$ cat src/rtl/l2_bus_pkg.sv
// Shared L2 bus definitions: arbiter state encoding and the address/data/byte
// enable widths also used by l2_cache.
package l2_bus_pkg;

  localparam int unsigned ADDR_W = 32;
  localparam int unsigned DATA_W = 32;
  localparam int unsigned BE_W   = 4;

  typedef enum logic {
    ARB_IDLE = 1'b0,
    ARB_BUSY = 1'b1
  } arb_state_e;

  // Round-robin index wrap for counts that need not be a power of two.
  // Callers guarantee idx < 2*n, so a single subtraction is enough.
  function automatic int unsigned rr_wrap(input int unsigned idx, input int unsigned n);
    return (idx >= n) ? (idx - n) : idx;
  endfunction

endpackage

$ cat src/rtl/l2_bus_if.sv
// L1-to-L2 arbitration bus. The slave modport is the arbiter's view (it serves
// the L1 masters and drives the L2 port); the master modport is the
// environment's view (L1 requesters plus the L2 responder).
interface l2_bus_if #(
  parameter int unsigned NUM_MASTERS = 2
) ();
  import l2_bus_pkg::*;

  logic [NUM_MASTERS*ADDR_W-1:0] m_addr;
  logic [NUM_MASTERS*DATA_W-1:0] m_wdata;
  logic [NUM_MASTERS*BE_W-1:0]   m_be;
  logic [NUM_MASTERS-1:0]        m_we;
  logic [NUM_MASTERS-1:0]        m_en;
  logic [NUM_MASTERS*DATA_W-1:0] m_rdata;
  logic [NUM_MASTERS-1:0]        m_ready;

  logic [ADDR_W-1:0]             s_addr;
  logic [DATA_W-1:0]             s_wdata;
  logic [BE_W-1:0]               s_be;
  logic                          s_we;
  logic                          s_en;
  logic [DATA_W-1:0]             s_rdata;
  logic                          s_ready;

  modport slave (
    input  m_addr, m_wdata, m_be, m_we, m_en, s_rdata, s_ready,
    output m_rdata, m_ready, s_addr, s_wdata, s_be, s_we, s_en
  );

  modport master (
    output m_addr, m_wdata, m_be, m_we, m_en, s_rdata, s_ready,
    input  m_rdata, m_ready, s_addr, s_wdata, s_be, s_we, s_en
  );

endinterface

$ cat src/rtl/l2_bus_arbiter_rr_priority_picker.sv
// Combinational round-robin picker: returns the first asserted request found
// scanning upward from i_ptr with wrap. Kept standalone so a memory-side
// arbiter can reuse it.
module rr_priority_picker
  import l2_bus_pkg::*;
#(
  parameter int unsigned NUM_REQ  = 2,
  parameter int unsigned IDX_BITS = 1
) (
  input  logic [NUM_REQ-1:0]  i_req,
  input  logic [IDX_BITS-1:0] i_ptr,
  output logic [IDX_BITS-1:0] o_winner,
  output logic                o_valid
);

  logic [2*NUM_REQ-1:0] w_rot;

  // Rotate the request vector so position 0 is the current priority holder,
  // then take the lowest set bit and map it back to a master index.
  always_comb begin
    w_rot    = {i_req, i_req} >> i_ptr;
    o_winner = '0;
    o_valid  = 1'b0;
    for (int unsigned k = 0; k < NUM_REQ; k++) begin
      if (!o_valid && w_rot[k]) begin
        o_valid  = 1'b1;
        o_winner = IDX_BITS'(rr_wrap(int'(i_ptr) + k, NUM_REQ));
      end
    end
  end

endmodule

$ cat src/rtl/l2_bus_arbiter.sv
// Round-robin arbiter in front of the single-outstanding L2 slave port.
// One grant is held from the first forwarded cycle until the L2 returns
// s_ready, then priority rotates to grant+1.
// Optional build macro L2_ARB_STATS_EN adds per-master grant and wait counters
// (stat_grants, stat_wait); arbitration timing is the same either way.
module l2_bus_arbiter
  import l2_bus_pkg::*;
#(
  parameter int unsigned NUM_MASTERS = 2,
  parameter int unsigned IDX_BITS    = 1
) (
  input  logic                        clk,
  input  logic                        rst_n,
  l2_bus_if.slave                     bus
`ifdef L2_ARB_STATS_EN
  ,
  output logic [NUM_MASTERS*32-1:0]   stat_grants,
  output logic [NUM_MASTERS*32-1:0]   stat_wait
`endif
);

  arb_state_e            r_state;
  logic [IDX_BITS-1:0]   r_grant;
  logic [IDX_BITS-1:0]   r_rr_ptr;
  logic [IDX_BITS-1:0]   w_winner;
  logic                  w_valid;
  logic [IDX_BITS-1:0]   w_grant_next;

  rr_priority_picker #(
    .NUM_REQ  (NUM_MASTERS),
    .IDX_BITS (IDX_BITS)
  ) u_picker (
    .i_req    (bus.m_en),
    .i_ptr    (r_rr_ptr),
    .o_winner (w_winner),
    .o_valid  (w_valid)
  );

  // Priority after a completion: one past the finished master, wrapping
  // explicitly so non-power-of-two master counts never index past the end.
  always_comb begin
    w_grant_next = IDX_BITS'(rr_wrap(int'(r_grant) + 1, NUM_MASTERS));
  end

  // Arbitration FSM: pick in IDLE, hold the grant in BUSY until s_ready.
  always_ff @(posedge clk or negedge rst_n) begin
    if (!rst_n) begin
      r_state  <= ARB_IDLE;
      r_grant  <= '0;
      r_rr_ptr <= '0;
    end else begin
      case (r_state)
        ARB_IDLE: begin
          if (w_valid) begin
            r_grant <= w_winner;
            r_state <= ARB_BUSY;
          end
        end
        ARB_BUSY: begin
          if (bus.s_ready) begin
            r_rr_ptr <= w_grant_next;
            r_state  <= ARB_IDLE;
          end
        end
        default: r_state <= ARB_IDLE;
      endcase
    end
  end

  // Forward the granted master to L2 and route the response back. Driven
  // straight from state so a reset drops s_en at once and an L2 hit can
  // complete in the first BUSY cycle. A dropped m_en keeps the grant but
  // forwards s_en=0, since L2 may still be refilling from s_addr.
  always_comb begin
    bus.s_addr  = '0;
    bus.s_wdata = '0;
    bus.s_be    = '0;
    bus.s_we    = 1'b0;
    bus.s_en    = 1'b0;
    bus.m_ready = '0;
    bus.m_rdata = '0;
    if (r_state == ARB_BUSY) begin
      for (int unsigned i = 0; i < NUM_MASTERS; i++) begin
        if (r_grant == IDX_BITS'(i)) begin
          bus.s_addr                       = bus.m_addr[i*ADDR_W +: ADDR_W];
          bus.s_wdata                      = bus.m_wdata[i*DATA_W +: DATA_W];
          bus.s_be                         = bus.m_be[i*BE_W +: BE_W];
          bus.s_we                         = bus.m_we[i];
          bus.s_en                         = bus.m_en[i];
          bus.m_ready[i]                   = bus.s_ready;
          bus.m_rdata[i*DATA_W +: DATA_W]  = bus.s_rdata;
        end
      end
    end
  end

`ifdef L2_ARB_STATS_EN
  logic [31:0] r_stat_grants [NUM_MASTERS];
  logic [31:0] r_stat_wait   [NUM_MASTERS];

  // Count grants on IDLE->BUSY and every requesting cycle not being served.
  always_ff @(posedge clk or negedge rst_n) begin
    if (!rst_n) begin
      for (int unsigned i = 0; i < NUM_MASTERS; i++) begin
        r_stat_grants[i] <= '0;
        r_stat_wait[i]   <= '0;
      end
    end else begin
      for (int unsigned i = 0; i < NUM_MASTERS; i++) begin
        if (r_state == ARB_IDLE && w_valid && w_winner == IDX_BITS'(i))
          r_stat_grants[i] <= r_stat_grants[i] + 32'd1;
        if (bus.m_en[i] && !(r_state == ARB_BUSY && r_grant == IDX_BITS'(i)))
          r_stat_wait[i] <= r_stat_wait[i] + 32'd1;
      end
    end
  end

  // Pack the counters onto the flat output buses.
  always_comb begin
    stat_grants = '0;
    stat_wait   = '0;
    for (int unsigned i = 0; i < NUM_MASTERS; i++) begin
      stat_grants[i*32 +: 32] = r_stat_grants[i];
      stat_wait[i*32 +: 32]   = r_stat_wait[i];
    end
  end
`endif

endmodule

$ cat src/flat_wrapper.sv
// flat-port wrapper written by rule: the top's interface ports become plain ports
module l2_bus_arbiter_flat import l2_bus_pkg::*;
#(
  parameter int unsigned NUM_MASTERS = 2,
  parameter int unsigned IDX_BITS    = 1
)
  (clk, rst_n, bus_m_addr, bus_m_wdata, bus_m_be, bus_m_we, bus_m_en, bus_s_rdata, bus_s_ready, bus_m_rdata, bus_m_ready, bus_s_addr, bus_s_wdata, bus_s_be, bus_s_we, bus_s_en);
  l2_bus_if #(.NUM_MASTERS(NUM_MASTERS)) bus_i ();
  input  logic clk;
  input  logic rst_n;
  input wire logic [$bits(bus_i.m_addr)-1:0] bus_m_addr;
  input wire logic [$bits(bus_i.m_wdata)-1:0] bus_m_wdata;
  input wire logic [$bits(bus_i.m_be)-1:0] bus_m_be;
  input wire logic [$bits(bus_i.m_we)-1:0] bus_m_we;
  input wire logic [$bits(bus_i.m_en)-1:0] bus_m_en;
  input wire logic [$bits(bus_i.s_rdata)-1:0] bus_s_rdata;
  input wire logic [$bits(bus_i.s_ready)-1:0] bus_s_ready;
  output wire logic [$bits(bus_i.m_rdata)-1:0] bus_m_rdata;
  output wire logic [$bits(bus_i.m_ready)-1:0] bus_m_ready;
  output wire logic [$bits(bus_i.s_addr)-1:0] bus_s_addr;
  output wire logic [$bits(bus_i.s_wdata)-1:0] bus_s_wdata;
  output wire logic [$bits(bus_i.s_be)-1:0] bus_s_be;
  output wire logic [$bits(bus_i.s_we)-1:0] bus_s_we;
  output wire logic [$bits(bus_i.s_en)-1:0] bus_s_en;
  assign bus_i.m_addr = bus_m_addr;
  assign bus_i.m_wdata = bus_m_wdata;
  assign bus_i.m_be = bus_m_be;
  assign bus_i.m_we = bus_m_we;
  assign bus_i.m_en = bus_m_en;
  assign bus_i.s_rdata = bus_s_rdata;
  assign bus_i.s_ready = bus_s_ready;
  assign bus_m_rdata = bus_i.m_rdata;
  assign bus_m_ready = bus_i.m_ready;
  assign bus_s_addr = bus_i.s_addr;
  assign bus_s_wdata = bus_i.s_wdata;
  assign bus_s_be = bus_i.s_be;
  assign bus_s_we = bus_i.s_we;
  assign bus_s_en = bus_i.s_en;
  l2_bus_arbiter #(.NUM_MASTERS(NUM_MASTERS), .IDX_BITS(IDX_BITS)) u_core (.clk(clk), .rst_n(rst_n), .bus(bus_i));
endmodule
$ cat config.mk
export PLATFORM = sky130hd
export DESIGN_NAME = l2_bus_arbiter_flat
export DESIGN_NICKNAME = d
export VERILOG_FILES = /design/src/rtl/l2_bus_pkg.sv /design/src/rtl/l2_bus_if.sv /design/src/rtl/l2_bus_arbiter_rr_priority_picker.sv /design/src/rtl/l2_bus_arbiter.sv /design/src/flat_wrapper.sv
export SDC_FILE = /design/constraint.sdc
export NUM_CORES = 1
export LEC_CHECK = 0
export BUFFER_PORTS_ARGS = -buffer_cell sky130_fd_sc_hd__buf_4
export CELL_PAD_IN_SITES_DETAIL_PLACEMENT = 0
export CELL_PAD_IN_SITES_GLOBAL_PLACEMENT = 2
export CORE_ASPECT_RATIO = 0.5
export CORE_MARGIN = 10
export CORE_UTILIZATION = 11
export CTS_CLUSTER_DIAMETER = 200
export DETAILED_ROUTE_END_ITERATION = 6
export GPL_ROUTABILITY_DRIVEN = 1
export GPL_TIMING_DRIVEN = 1
export PLACE_DENSITY_LB_ADDON = 0.05
export SKIP_LAST_GASP = 1
export SYNTH_ARGS = -nofsm -noshare
export SYNTH_HDL_FRONTEND = slang
export SYNTH_HIERARCHICAL = 1
export SYNTH_SLANG_ARGS = --single-unit
export TNS_END_PERCENT = 20
$ cat constraint.sdc
create_clock -name clk -period 1.3 [get_ports clk]
set_input_delay 0.065 -clock clk [delete_from_list [all_inputs] [get_ports clk]]
set_output_delay 0.065 -clock clk [all_outputs]
set_load 0.02 [all_outputs]
# [Word level (Yosys, flattened, before mapping)]
# Cells that the tools add are included.
[totals] reg_bits=3 in_bits=175
[classes] reduce_logical=4 addsub=5 muxes=26 n_shift=1 magnitude_cmp=3 bitwise_logic=1
[ops] operator="$mux 32" n=6
[ops] operator="$mux 64" n=1
[ops] operator="$mux 1" n=15
[ops] operator="$mux 4" n=2
[ops] operator="$add 1x1->2 const B" n=2
[ops] operator="$ge 2x2->1 const B" n=2
[ops] operator="$reduce_and 2->1" n=2
[ops] operator="$shr 4x1->2" n=1
[ops] operator="$sub 1x1->1 const B" n=3
[ops] operator="$ge 1x2->1 const B" n=1
[ops] operator="$mux 2" n=1
[ops] operator="$pmux 1 s2" n=1
[ops] operator="$logic_and 1x1->1" n=1
[ops] operator="$logic_not 1->1" n=1
[ops] operator="$not 1->1" n=1

# [Logic depth before layout (Yosys ltp)]
# Gate-level depths: netlist of run 1.
[logic_depth] depth_word=7 mapped_depth=5 ltp_nobuf=3

# [Cells and area by module]
# Netlist of run 1, hierarchy kept.
[by_module_without_submodules] module="l2_bus_arbiter" instances=1 cells_per_inst=242 area_per_inst_um2=1863.0
[by_module_without_submodules] module="rr_priority_picker" instances=1 cells_per_inst=3 area_per_inst_um2=17.5

# [Worst setup path before layout of run 1]
# Ideal clock, no wire load.
[synth_path] path_type="register to output" from="register u_core.r_grant" to="output bus_s_addr[10]" required_time_ns=1.235 stages_incl_launch_ff=6 t_arrival_ns=1.193 setup_slack_ns=0.042 path_cell_list="dfrtp_1 -> buf_6 -> buf_8 -> buf_8 -> mux2i_1 -> nor2b_1"
[synth_between] elab_chain_len=2
[synth_lines] item="start, declared" line_no="l2_bus_arbiter.sv:23" source="logic [IDX_BITS-1:0] r_grant;"
[synth_lines] item="start signal, assigned" line_no="l2_bus_arbiter.sv:55" source="r_grant <= w_winner;"
[synth_lines] item="$mux 32" line_no="l2_bus_arbiter.sv:84" source="if (r_grant == IDX_BITS'(i)) begin"
[synth_lines] item="$mux 32" line_no="l2_bus_arbiter.sv:82" source="if (r_state == ARB_BUSY) begin"
[synth_lines] item="end, declared" line_no="flat_wrapper.sv:20" source="output wire logic [$bits(bus_i.s_addr)-1:0] bus_s_addr;"
# No other way between the ends.

# [Worst setup path after layout of run 1]
[layout_path] from="register u_core.r_grant" to="output bus_m_rdata[30]"
[layout_between] elab_chain_len=2
[layout_lines] item="$mux 32" line_no="l2_bus_arbiter.sv:84"
[layout_lines] item="$mux 64" line_no="l2_bus_arbiter.sv:82"
[layout_lines] item="end, declared" line_no="flat_wrapper.sv:18" source="output wire logic [$bits(bus_i.m_rdata)-1:0] bus_m_rdata;"
# No other way between the ends.

==> results by group, run 1 <==
Status
  • Result of the run: complete, but fails checks
  • Violated checks: negative setup slack

Setup path
  • Worst path slowest cell: dfrtp_4
  • Kind of cell with the highest combined delay on the critical path: buffers and inverters
  • Slowest stage delay, CP: 0.48 ns
  • Kind of start point of the critical path: flip-flop
  • Biggest fanout along the worst timing path: 8
  • Category of the worst setup path capture point: output pin
  • Endpoint arrival time on the critical path: 1.50 ns
  • Critical path buffers and inverters: 4
  • Cell breakdown of the critical path: buf_6, nor2b_4, buf_12, buf_6, and2_1, buf_4
  • CP most frequent cell: buf_6
  • Worst setup path class: flip-flop to output pin
  • Required time at the endpoint of the critical path: 1.24 ns

STA
  • Final Max Slew Viols: 0
  • Post-route setup slack: -0.267 ns
  • Minimum clock period after layout: 1.57 ns
  • Worst rel slew slack: 89.0%
  • Setup TNS: -25.97 ns
  • Tcrit/Tclk final: 121%
  • Achievable clock frequency: 638 MHz
  • Final setup skew: 0.000299 ns
  • Final-report setup violation count: 137
  • Worst-Margin Slew: 0.160 ns
  • Unrepaired setup endpoints after global routing: true
  • Hold violation total from the final report: 0

Placed design
  • IO Port Bufs: 310
  • Placed wire-length estimate after detailed placement: 11.8 mm
  • DP Cell Count: 770
  • GP Congestion: 0.688

Synth
  • Post-synthesis average cell area: 7.68 um2
  • Area of the mapped netlist: 0.00188 mm2
  • Yosys cell types: 22
  • Net count after synthesis: 420
  • Number of cells produced by synthesis: 245
  • Share of synthesized area occupied by flip-flops and latches: 3.99%
  • Count of yosys warnings during synthesis: 6
  • Flip-flop and latch count after synthesis: 3

Clock tree
  • Clock tree from TritonCTS: yes
  • Buffer levels on the longest clock path: 2
  • Post-CTS clock slew at the launch and capture registers of the worst setup and hold paths: 0.03 ns
  • Clock latency on the worst-skew pair: 0.22 ns
  • Number of sinks on the clock net: 3
  • CTS Root Buffer Type: clkbuf_16
  • TritonCTS Buffers: 3
  • H-tree depth: 1

Cells and area
  • Diodes inserted: 0
  • Area added between synthesis and finish: 159%
  • Total Nets Final: 734
  • Post-route non-filler standard cell count: 785
  • Most frequent cells in the layout: buf_4, mux2i_1, nor2b_1
  • Most frequent standard cell in the layout excluding fill and tap cells: buf_4
  • Fraction of layout cells with a size suffix above 1: 62.9%
  • Total of fill cells in the finished design: 1809

Power
  • Internal power: 4180 uW
  • Switching power share of the total: 46.8%
  • Worst vdd rail ir drop: 523 uV
  • Total design power: 7860 uW
  • Clk network pwr share: 6.1%
  • Combinational share of power: 91.5%
  • Sequential power share: 2.4%
  • Power density over cell area: 1610 mW/mm2
  • Pleak: 0.00266 uW
  • NetSw: 3680 uW

Drt
  • DRC viols: 0
  • Per-cell routed wire length: 18.0 um
  • DR vias: 2867
  • Total Wirelength: 14.2 mm
  • Number of detailed-route iterations in the first pass: 4
  • Average vias per placed instance: 3.65
  • Number of violations reported at the end of detailed-routing iteration 0: 78
  • Detail Route Antenna Nets: 0

Floorplanning
  • Starting density of the core: 11.4%
  • IO Count: 311
  • Row cnt: 33
  • Placeable Area: 0.0166 mm2
  • Horizontal die dimension: 205 um
  • Overall die height: 112 um
  • Floorplan die area: 0.0230 mm2

GRT
  • GRT overflow: 0
  • First-pass GRT wire length: 19.0 mm
  • Total routing resource utilization after global routing: 10.4%
  • Number of antenna violations at the first check in global routing: 0
  • Largest net degree at the start of global routing: 33
  • Vias in the first global route: 3052

Worst hold path
  • Type of the most critical hold path: input port to flip-flop

Flow run
  • Total of max-cap violations: 0
==> layer usage <==
metal | up-vias | wire length [um] | track usage, %
li1 | 1450 | - | -
met1 | 1313 | 4710 | 9.43
met2 | 98 | 8410 | 22.6
met3 | 6 | 901 | 2.58
met4 | 0 | 138 | 1.90
met5 | - | 0 | 0
==> cell families (layout without fill, tap and decap cells) <==
family / Yosys count / in the layout / share of synthesized area, %
and+or+nand+nor: 140 / 140 / 47.0
muxes: 71 / 71 / 37.9
buffers and inverters: 28 / 341 / 9.85
AOI/OAI and AO/OA: 3 / 3 / 1.26
DFF: 3 / 3 / 3.99
==> synth_stat cells <==
master | count | area share (%)
mux2i_1 | 70 | 37
nor2b_1 | 66 | 22
and3_1 | 33 | 11
and2_1 | 32 | 11
clkbuf_1 | 7 | 1.4
buf_4 | 6 | 2.4
clkbuf_2 | 6 | 1.6
and2b_1 | 5 | 2.0
buf_2 | 3 | 0.80
dfrtp_1 | 3 | 4.0
buf_8 | 2 | 1.6
inv_1 | 2 | 0.40
a21boi_1 | 1 | 0.40
a21o_1 | 1 | 0.40
a22o_1 | 1 | 0.47
buf_12 | 1 | 1.1
buf_6 | 1 | 0.60
mux2_2 | 1 | 0.60
nand2_1 | 1 | 0.20
nor2_1 | 1 | 0.20
nor2b_4 | 1 | 0.73
or2_1 | 1 | 0.33
==> cell type report <==
type | instances | area [um2] | area share (%)
tap | 227 | 284 | 5.84
clock buffer | 4 | 78.8 | 1.62
multi-input combinational | 214 | 1650 | 33.8
timing repair buffer | 335 | 2770 | 56.9
inverter | 2 | 7.51 | 0.154
sequential | 3 | 80.1 | 1.65
==> timing repair <==
item / CTS / global route
resized for setup: 1 / 32
hold buffers: 1 / 0
hold endpoints to repair: 3 / 0
gates cloned: 0 / 6
setup buffers: 0 / 4
endpoints found under the setup margin: 136 / 136
pin swaps: 0 / 2
==> sequential cells by signal, summed over array words and instances, names as in the netlist <==
name,flops
u_core/r_grant,1
u_core/r_rr_ptr,1
u_core/r_state,1
==> stage by stage <==
step	hold WS [ns]	area [um2]	util, %	setup slack [ns]
after detailed placement	-0.140	4470	27.0	-0.0847
final	0.123	4870	29.4	-0.267
after global placement	-0.141	4470	27.0	-0.0777
after global routing	0.134	4870	29.4	-0.305
after CTS	0.121	4570	27.6	-0.261
after floorplan	-0.231	1880	-	0.0419
==> power by group through the flow <==
stage | registers, uW | logic (uW) | clock network (uW)
final | 188 | 7190 | 483
after global routing | 197 | 7670 | 507
after CTS | 242 | 6420 | 493
after detailed placement | 239 | 6400 | 0
after global placement | 240 | 6500 | 0
after floorplan | 155 | 3810 | 0
==> worst paths after layout <==
path / endpoint / startpoint / slack [ns] / cells past startpoint
hold / removal: u_core/r_rr_ptr / bus_s_ready / 0.12 / 2
hold reg to reg: u_core/r_rr_ptr / u_core/r_rr_ptr / 0.50 / 1
max in group asynchronous: u_core/r_grant / rst_n / 0.99 / 2
setup / recovery: bus_m_rdata[30] / u_core/r_grant / -0.27 / 6
setup reg to reg: u_core/r_rr_ptr / u_core/r_state / -0.02 / 5
min in group asynchronous: u_core/r_rr_ptr / rst_n / 0.20 / 2
Power figures use the tool's default switching activity.
==> run 2: changes to the inputs <==
Settings changed: CORE_ASPECT_RATIO 0.5 to 0.6, SKIP_LAST_GASP 1 to unset, SYNTH_HIERARCHICAL 1 to unset.
==> results by group, run 2 <==
Drt
  • Number of detailed-route iterations in the first pass: 3
  • Per-cell routed wire length: 17.8 um
  • Average vias per placed instance: 3.71
  • Detail Route Antenna Nets: 0
  • Number of violations reported at the end of detailed-routing iteration 0: 42
  • DR vias: 2882
  • DRC viols: 0
  • Total Wirelength: 13.8 mm

Floorplanning
  • Horizontal die dimension: 187 um
  • Row cnt: 36
  • Floorplan die area: 0.0225 mm2
  • IO Count: 311
  • Placeable Area: 0.0164 mm2
  • Overall die height: 120 um
  • Starting density of the core: 11.3%

Clock tree
  • Clock latency on the worst-skew pair: 0.23 ns
  • H-tree depth: 1
  • Clock tree from TritonCTS: yes
  • CTS Root Buffer Type: clkbuf_16
  • Number of sinks on the clock net: 3
  • TritonCTS Buffers: 3
  • Post-CTS clock slew at the launch and capture registers of the worst setup and hold paths: 0.03 ns
  • Buffer levels on the longest clock path: 2

Cells and area
  • Diodes inserted: 0
  • Area added between synthesis and finish: 158%
  • Post-route non-filler standard cell count: 777
  • Total Nets Final: 725
  • Total of fill cells in the finished design: 1811
  • Share of the core filled with cells in the final layout: 29.2%
  • Largest registers: u_core.r_grant: 1 flops, u_core.r_rr_ptr: 1 flops, u_core.r_state: 1 flops
  • Most frequent standard cell in the layout excluding fill and tap cells: buf_4
  • Most frequent cells in the layout: buf_4, nor2b_1, mux2i_1
  • Fraction of layout cells with a size suffix above 1: 61.0%

STA
  • Tcrit/Tclk final: 120%
  • Final Max Slew Viols: 0
  • Worst rel slew slack: 83.1%
  • Worst-Margin Slew: 0.253 ns
  • Unrepaired setup endpoints after global routing: true
  • Final setup skew: 0.00181 ns
  • Final-report setup violation count: 136
  • Minimum clock period after layout: 1.56 ns
  • Hold Worst Slack: 0.0830 ns
  • Post-route setup slack: -0.263 ns
  • Achievable clock frequency: 640 MHz
  • Hold violation total from the final report: 0

Worst hold path
  • Hold_sp: bus_m_en[1]
  • Type of the most critical hold path: input port to flip-flop
  • Endpoint of the worst hold-timing path: u_core.r_state
  • Number of cells on the worst hold path: 2

Power
  • Worst vdd rail ir drop: 289 uV
  • Power density over cell area: 1020 mW/mm2
  • Pleak: 0.00264 uW
  • Total design power: 4880 uW

Synth
  • Cell accounting for the most synthesized area: mux2i_1
  • Share of synthesized area occupied by flip-flops and latches: 4.07%
  • Most instantiated library cell after synthesis: nor2b_1
  • Count of flip-flops with a built-in enable after synthesis: 0
  • Number of cells produced by synthesis: 245
  • Count of yosys warnings during synthesis: 0
  • Net count after synthesis: 420
  • Synth top area cells: mux2i_1, nor2b_1, and3_1, and2_1, dfrtp_1
  • Leading cell types by count after synthesis: nor2b_1, mux2i_1, and3_1
  • Post-synthesis average cell area: 7.53 um2
  • Share of synthesized registers carrying an async set or reset: 100%
  • Flip-flop and latch count after synthesis: 3
  • Top-area cell type share of the netlist area: 38.0%
  • Area of the mapped netlist: 0.00185 mm2
  • Most common flop cell mapped by yosys: dfrtp_1
  • Yosys cell types: 17

Setup path
  • Origin of the worst setup path: u_core.r_grant
  • Worst setup path class: flip-flop to output pin
  • Category of the worst setup path capture point: output pin
  • Endpoint arrival time on the critical path: 1.50 ns
  • Worst reg2reg path depth: 4
  • Required time at the endpoint of the critical path: 1.24 ns
  • End of the worst register-to-register path: u_core.r_rr_ptr
  • Worst r2r src: u_core.r_grant
  • Kind of start point of the critical path: flip-flop
  • Slack of the worst reg-to-reg path: 0.20 ns
  • Biggest fanout along the worst timing path: 17

Flow run
  • Total of max-cap violations: 0

Placed design
  • Placed wire-length estimate after detailed placement: 11.5 mm
  • IO Port Bufs: 310
  • GP Congestion: 0.740
  • DP Cell Count: 765

GRT
  • Total routing resource utilization after global routing: 11.1%
  • Number of antenna violations at the first check in global routing: 0
  • Largest net degree at the start of global routing: 67
  • Vias in the first global route: 3132
  • GRT overflow: 0
  • First-pass GRT wire length: 19.7 mm

Status
  • Violated checks: negative setup slack
  • Result of the run: complete, but fails checks
==> run 2: changes by cell type after synthesis, sizes merged <==
| cell | previous run | this run |
|---|---|---|
| o31a | 0 | 1 |
| or2 | 1 | 0 |
| nor2 | 1 | 2 |
| mux2 | 1 | 0 |
| and2 | 32 | 31 |
| a21boi | 1 | 0 |
| a21o | 1 | 0 |
| nand2 | 1 | 3 |
| nor2b | 67 | 73 |
| inv | 2 | 0 |
| buf | 13 | 12 |
| clkbuf | 13 | 15 |
| a2bb2oi | 0 | 1 |
| and2b | 5 | 0 |
==> run 2: cell families (layout without fill, tap and decap cells) <==
group / count (synthesis) / in the layout / share of synthesized area [%]
simple gates: 142 / 142 / 47.9
mux: 70 / 70 / 38.0
buf+inv: 27 / 331 / 8.68
compound gates: 3 / 3 / 1.42
flops: 3 / 3 / 4.07
==> run 2: what timing repair did <==
item,CTS,global route
hold buffers,1,0
endpoints found under the hold margin,3,0
cloned,1,2
pin swaps,0,0
gates resized for setup,33,3
endpoints found under the setup margin,136,136
setup buffers,4,0
==> run 2: area by class of cell <==
class / count / area (um2) / area share [%]
repair buffers: 327 / 2700 / 56.7
multi-input cells: 215 / 1620 / 34.0
flip-flops and latches: 3 / 80.1 / 1.68
clock buffers: 4 / 78.8 / 1.65
well taps: 228 / 285 / 5.98
==> run 2: metal layers <==
metal / track usage (%) / wire length, um
met5: 0 / 0
met1: 10.5 / 4870
met3: 5.60 / 1690
met4: 2.01 / 125
met2: 21.2 / 7120
==> run 2: how the worst max path moves through the flow <==
stage	endpoint	slack [ns]	depth (start not counted)
5_1_grt	bus_s_wdata[26]	-0.33	5
4_1_cts	bus_m_rdata[45]	-0.28	4
3_5_place_dp	bus_s_be[0]	-0.04	4
6_report	bus_m_rdata[45]	-0.26	4
2_1_floorplan	bus_s_wdata[10]	0.02	5
3_3_place_gp	bus_s_be[0]	-0.04	4
==> run 2: per-stage QoR <==
| step | setup slack (ns) | instance area [um2] | setup TNS, ns |
|---|---|---|---|
| 2_1_floorplan | 0.0245 | 1850 | 0 |
| 3_3_place_gp | -0.0381 | 4430 | -0.0504 |
| 3_5_place_dp | -0.0374 | 4430 | -0.113 |
| 4_1_cts | -0.275 | 4700 | -27.21 |
| 5_1_grt | -0.333 | 4770 | -34.37 |
| 6_report | -0.263 | 4770 | -25.62 |
==> run 2: worst max-delay path: stages, from the launching register on <==
cell and delay [ns]:
dfrtp_4 0.51, buf_4 0.18, bufbuf_16 0.28, and3_1 0.14, buf_4 0.15
==> run 2: where the power goes <==
group          total, uW  internal, uW  switching, uW  leakage, uW
Clock                500           406           94.6    0.0000382
Sequential           152           121           31.2    0.0000332
Combinational       4230          2160           2080      0.00257
Total               4880          2680           2200      0.00264
==> run 3: changes to the inputs <==
Settings changed: REMOVE_ABC_BUFFERS set to 1.
Clock period 1.3 ns to 1.64 ns, I/O delays scaled along.
==> results by group, run 3 (synthesis gave the netlist of run 2 again) <==
Status
  • Result of the run: finished, final reports clean

Clock tree
  • Buffer levels on the longest clock path: 2
  • Clock tree from TritonCTS: yes
  • Post-CTS clock slew at the launch and capture registers of the worst setup and hold paths: 0.03 ns
  • H-tree depth: 1
  • Number of sinks on the clock net: 3
  • Clock latency on the worst-skew pair: 0.22 ns
  • Post-CTS repair timing setup buffer count: 0
  • TritonCTS Buffers: 3
  • CTS Root Buffer Type: clkbuf_16

Setup path
  • Required time at the endpoint of the critical path: 1.56 ns
  • Worst setup path class: flip-flop to output pin
  • Category of the worst setup path capture point: output pin
  • Worst reg2reg path depth: 3
  • Slack of the worst reg-to-reg path: 0.50 ns
  • End of the worst register-to-register path: u_core.r_rr_ptr
  • Worst r2r src: u_core.r_grant
  • Cell breakdown of the critical path: buf_12, mux2i_1, nor2b_1, buf_4
  • Kind of start point of the critical path: flip-flop
  • Worst path slowest cell: dfrtp_4
  • Endpoint arrival time on the critical path: 1.48 ns
  • Slowest stage delay, CP: 0.58 ns
  • Biggest fanout along the worst timing path: 19

STA
  • Achievable clock frequency: 640 MHz
  • Tcrit/Tclk final: 95.3%
  • Hold violation total from the final report: 0
  • Unrepaired setup endpoints after global routing: true
  • Worst-Margin Slew: 0.280 ns
  • Final Max Slew Viols: 0
  • Post-route setup slack: 0.0771 ns
  • Final setup skew: 0.00215 ns
  • Minimum clock period after layout: 1.56 ns
  • Worst rel slew slack: 81.4%
  • Final-report setup violation count: 0

Drt
  • DRC viols: 0
  • Number of detailed-route iterations in the first pass: 4
  • Total Wirelength: 14.1 mm
  • Average vias per placed instance: 3.69
  • Per-cell routed wire length: 18.3 um
  • Number of violations reported at the end of detailed-routing iteration 0: 72
  • DR vias: 2847
  • Detail Route Antenna Nets: 0

Floorplanning
  • Overall die height: 120 um
  • Horizontal die dimension: 187 um
  • Starting density of the core: 11.3%
  • Row cnt: 36
  • Placeable Area: 0.0164 mm2
  • IO Count: 311
  • Floorplan die area: 0.0225 mm2

Cells and area
  • Area added between synthesis and finish: 147%
  • Most frequent cells in the layout: buf_4, nor2b_1, mux2i_1
  • Total Nets Final: 719
  • Total of fill cells in the finished design: 1812
  • Largest registers: u_core.r_grant: 1 flops, u_core.r_rr_ptr: 1 flops, u_core.r_state: 1 flops
  • Post-route non-filler standard cell count: 771
  • Fraction of layout cells with a size suffix above 1: 60.2%
  • Most frequent standard cell in the layout excluding fill and tap cells: buf_4
  • Diodes inserted: 0

GRT
  • GRT overflow: 0
  • Vias in the first global route: 3096
  • Total routing resource utilization after global routing: 11.4%
  • First-pass GRT wire length: 20.3 mm
  • Number of antenna violations at the first check in global routing: 0
  • Largest net degree at the start of global routing: 48

Power
  • Pleak: 0.00256 uW
  • Worst vdd rail ir drop: 282 uV
  • Power density over cell area: 801 mW/mm2

Placed design
  • GP Congestion: 0.740
  • Placed wire-length estimate after detailed placement: 12.3 mm
  • Worst slack at placement: 0.281 ns
  • DP Cell Count: 766
  • IO Port Bufs: 310

Worst hold path
  • Number of cells on the worst hold path: 2
  • Endpoint of the worst hold-timing path: u_core.r_state
  • Hold_sp: bus_m_en[1]
  • Type of the most critical hold path: input port to flip-flop

Flow run
  • Total of max-cap violations: 0
-- run 3: final cells by class --
cell class,instances,area [um2],share of cell area (%)
clock buffer,4,78.8,1.73
tap,228,285,6.27
multi-input combinational,215,1610,35.5
sequential,3,80.1,1.76
timing repair buffer,321,2490,54.8
-- run 3: how the worst max path moves through the flow --
stage | start | endpoint | cells past startpoint
floorplan | u_core.r_grant | u_core.r_rr_ptr | 2
global route | u_core.r_grant | bus_s_addr[30] | 4
CTS | u_core.r_grant | bus_s_wdata[26] | 4
detailed placement | u_core.r_grant | bus_s_wdata[23] | 4
global placement | u_core.r_grant | bus_s_wdata[26] | 4
finish | u_core.r_grant | bus_s_wdata[26] | 4
-- run 3: what timing repair did --
| action | in CTS | in global routing |
|---|---|---|
| hold buffers | 1 | 0 |
| endpoints found under the setup margin | 0 | 5 |
| endpoints found under the hold margin | 3 | 0 |
| resized for setup | 0 | 2 |
-- run 3: through the flow --
stage / instance area [um2] / utilization (%) / hold slack (ns) / power (uW) / setup TNS (ns)
after floorplan: 1690 / - / -0.214 / 1850 / -247.25
after global placement: 4450 / 27.2 / -0.123 / 3340 / 0
after detailed placement: 4450 / 27.2 / -0.124 / 3320 / 0
after CTS: 4540 / 27.8 / 0.0985 / 3730 / 0
after global routing: 4550 / 27.8 / 0.118 / 3900 / -0.000965
final: 4550 / 27.8 / 0.101 / 3640 / 0
-- run 3: critical path, delay by kind of cell, from the launching register on --
| family | cells | cell delay (ns) |
|---|---|---|
| DFF | 1 | 0.58 |
| buffers and inverters | 2 | 0.38 |
| and+or+nand+nor | 1 | 0.17 |
| muxes | 1 | 0.13 |
-- run 3: power by group --
group,switching (uW),internal (uW),total [uW],leakage [uW]
registers,50.9,95.8,147,0.0000332
logic,1590,1530,3110,0.00248
clock network,65.0,321,386,0.0000382
total,1700,1940,3640,0.00256
-- run 3: layer usage --
metal  wire, um  global-route usage, %
met1       5090                   11.4
met2       7040                   20.9
met3       1970                   6.60
met4         41                   1.05
met5          0                      0
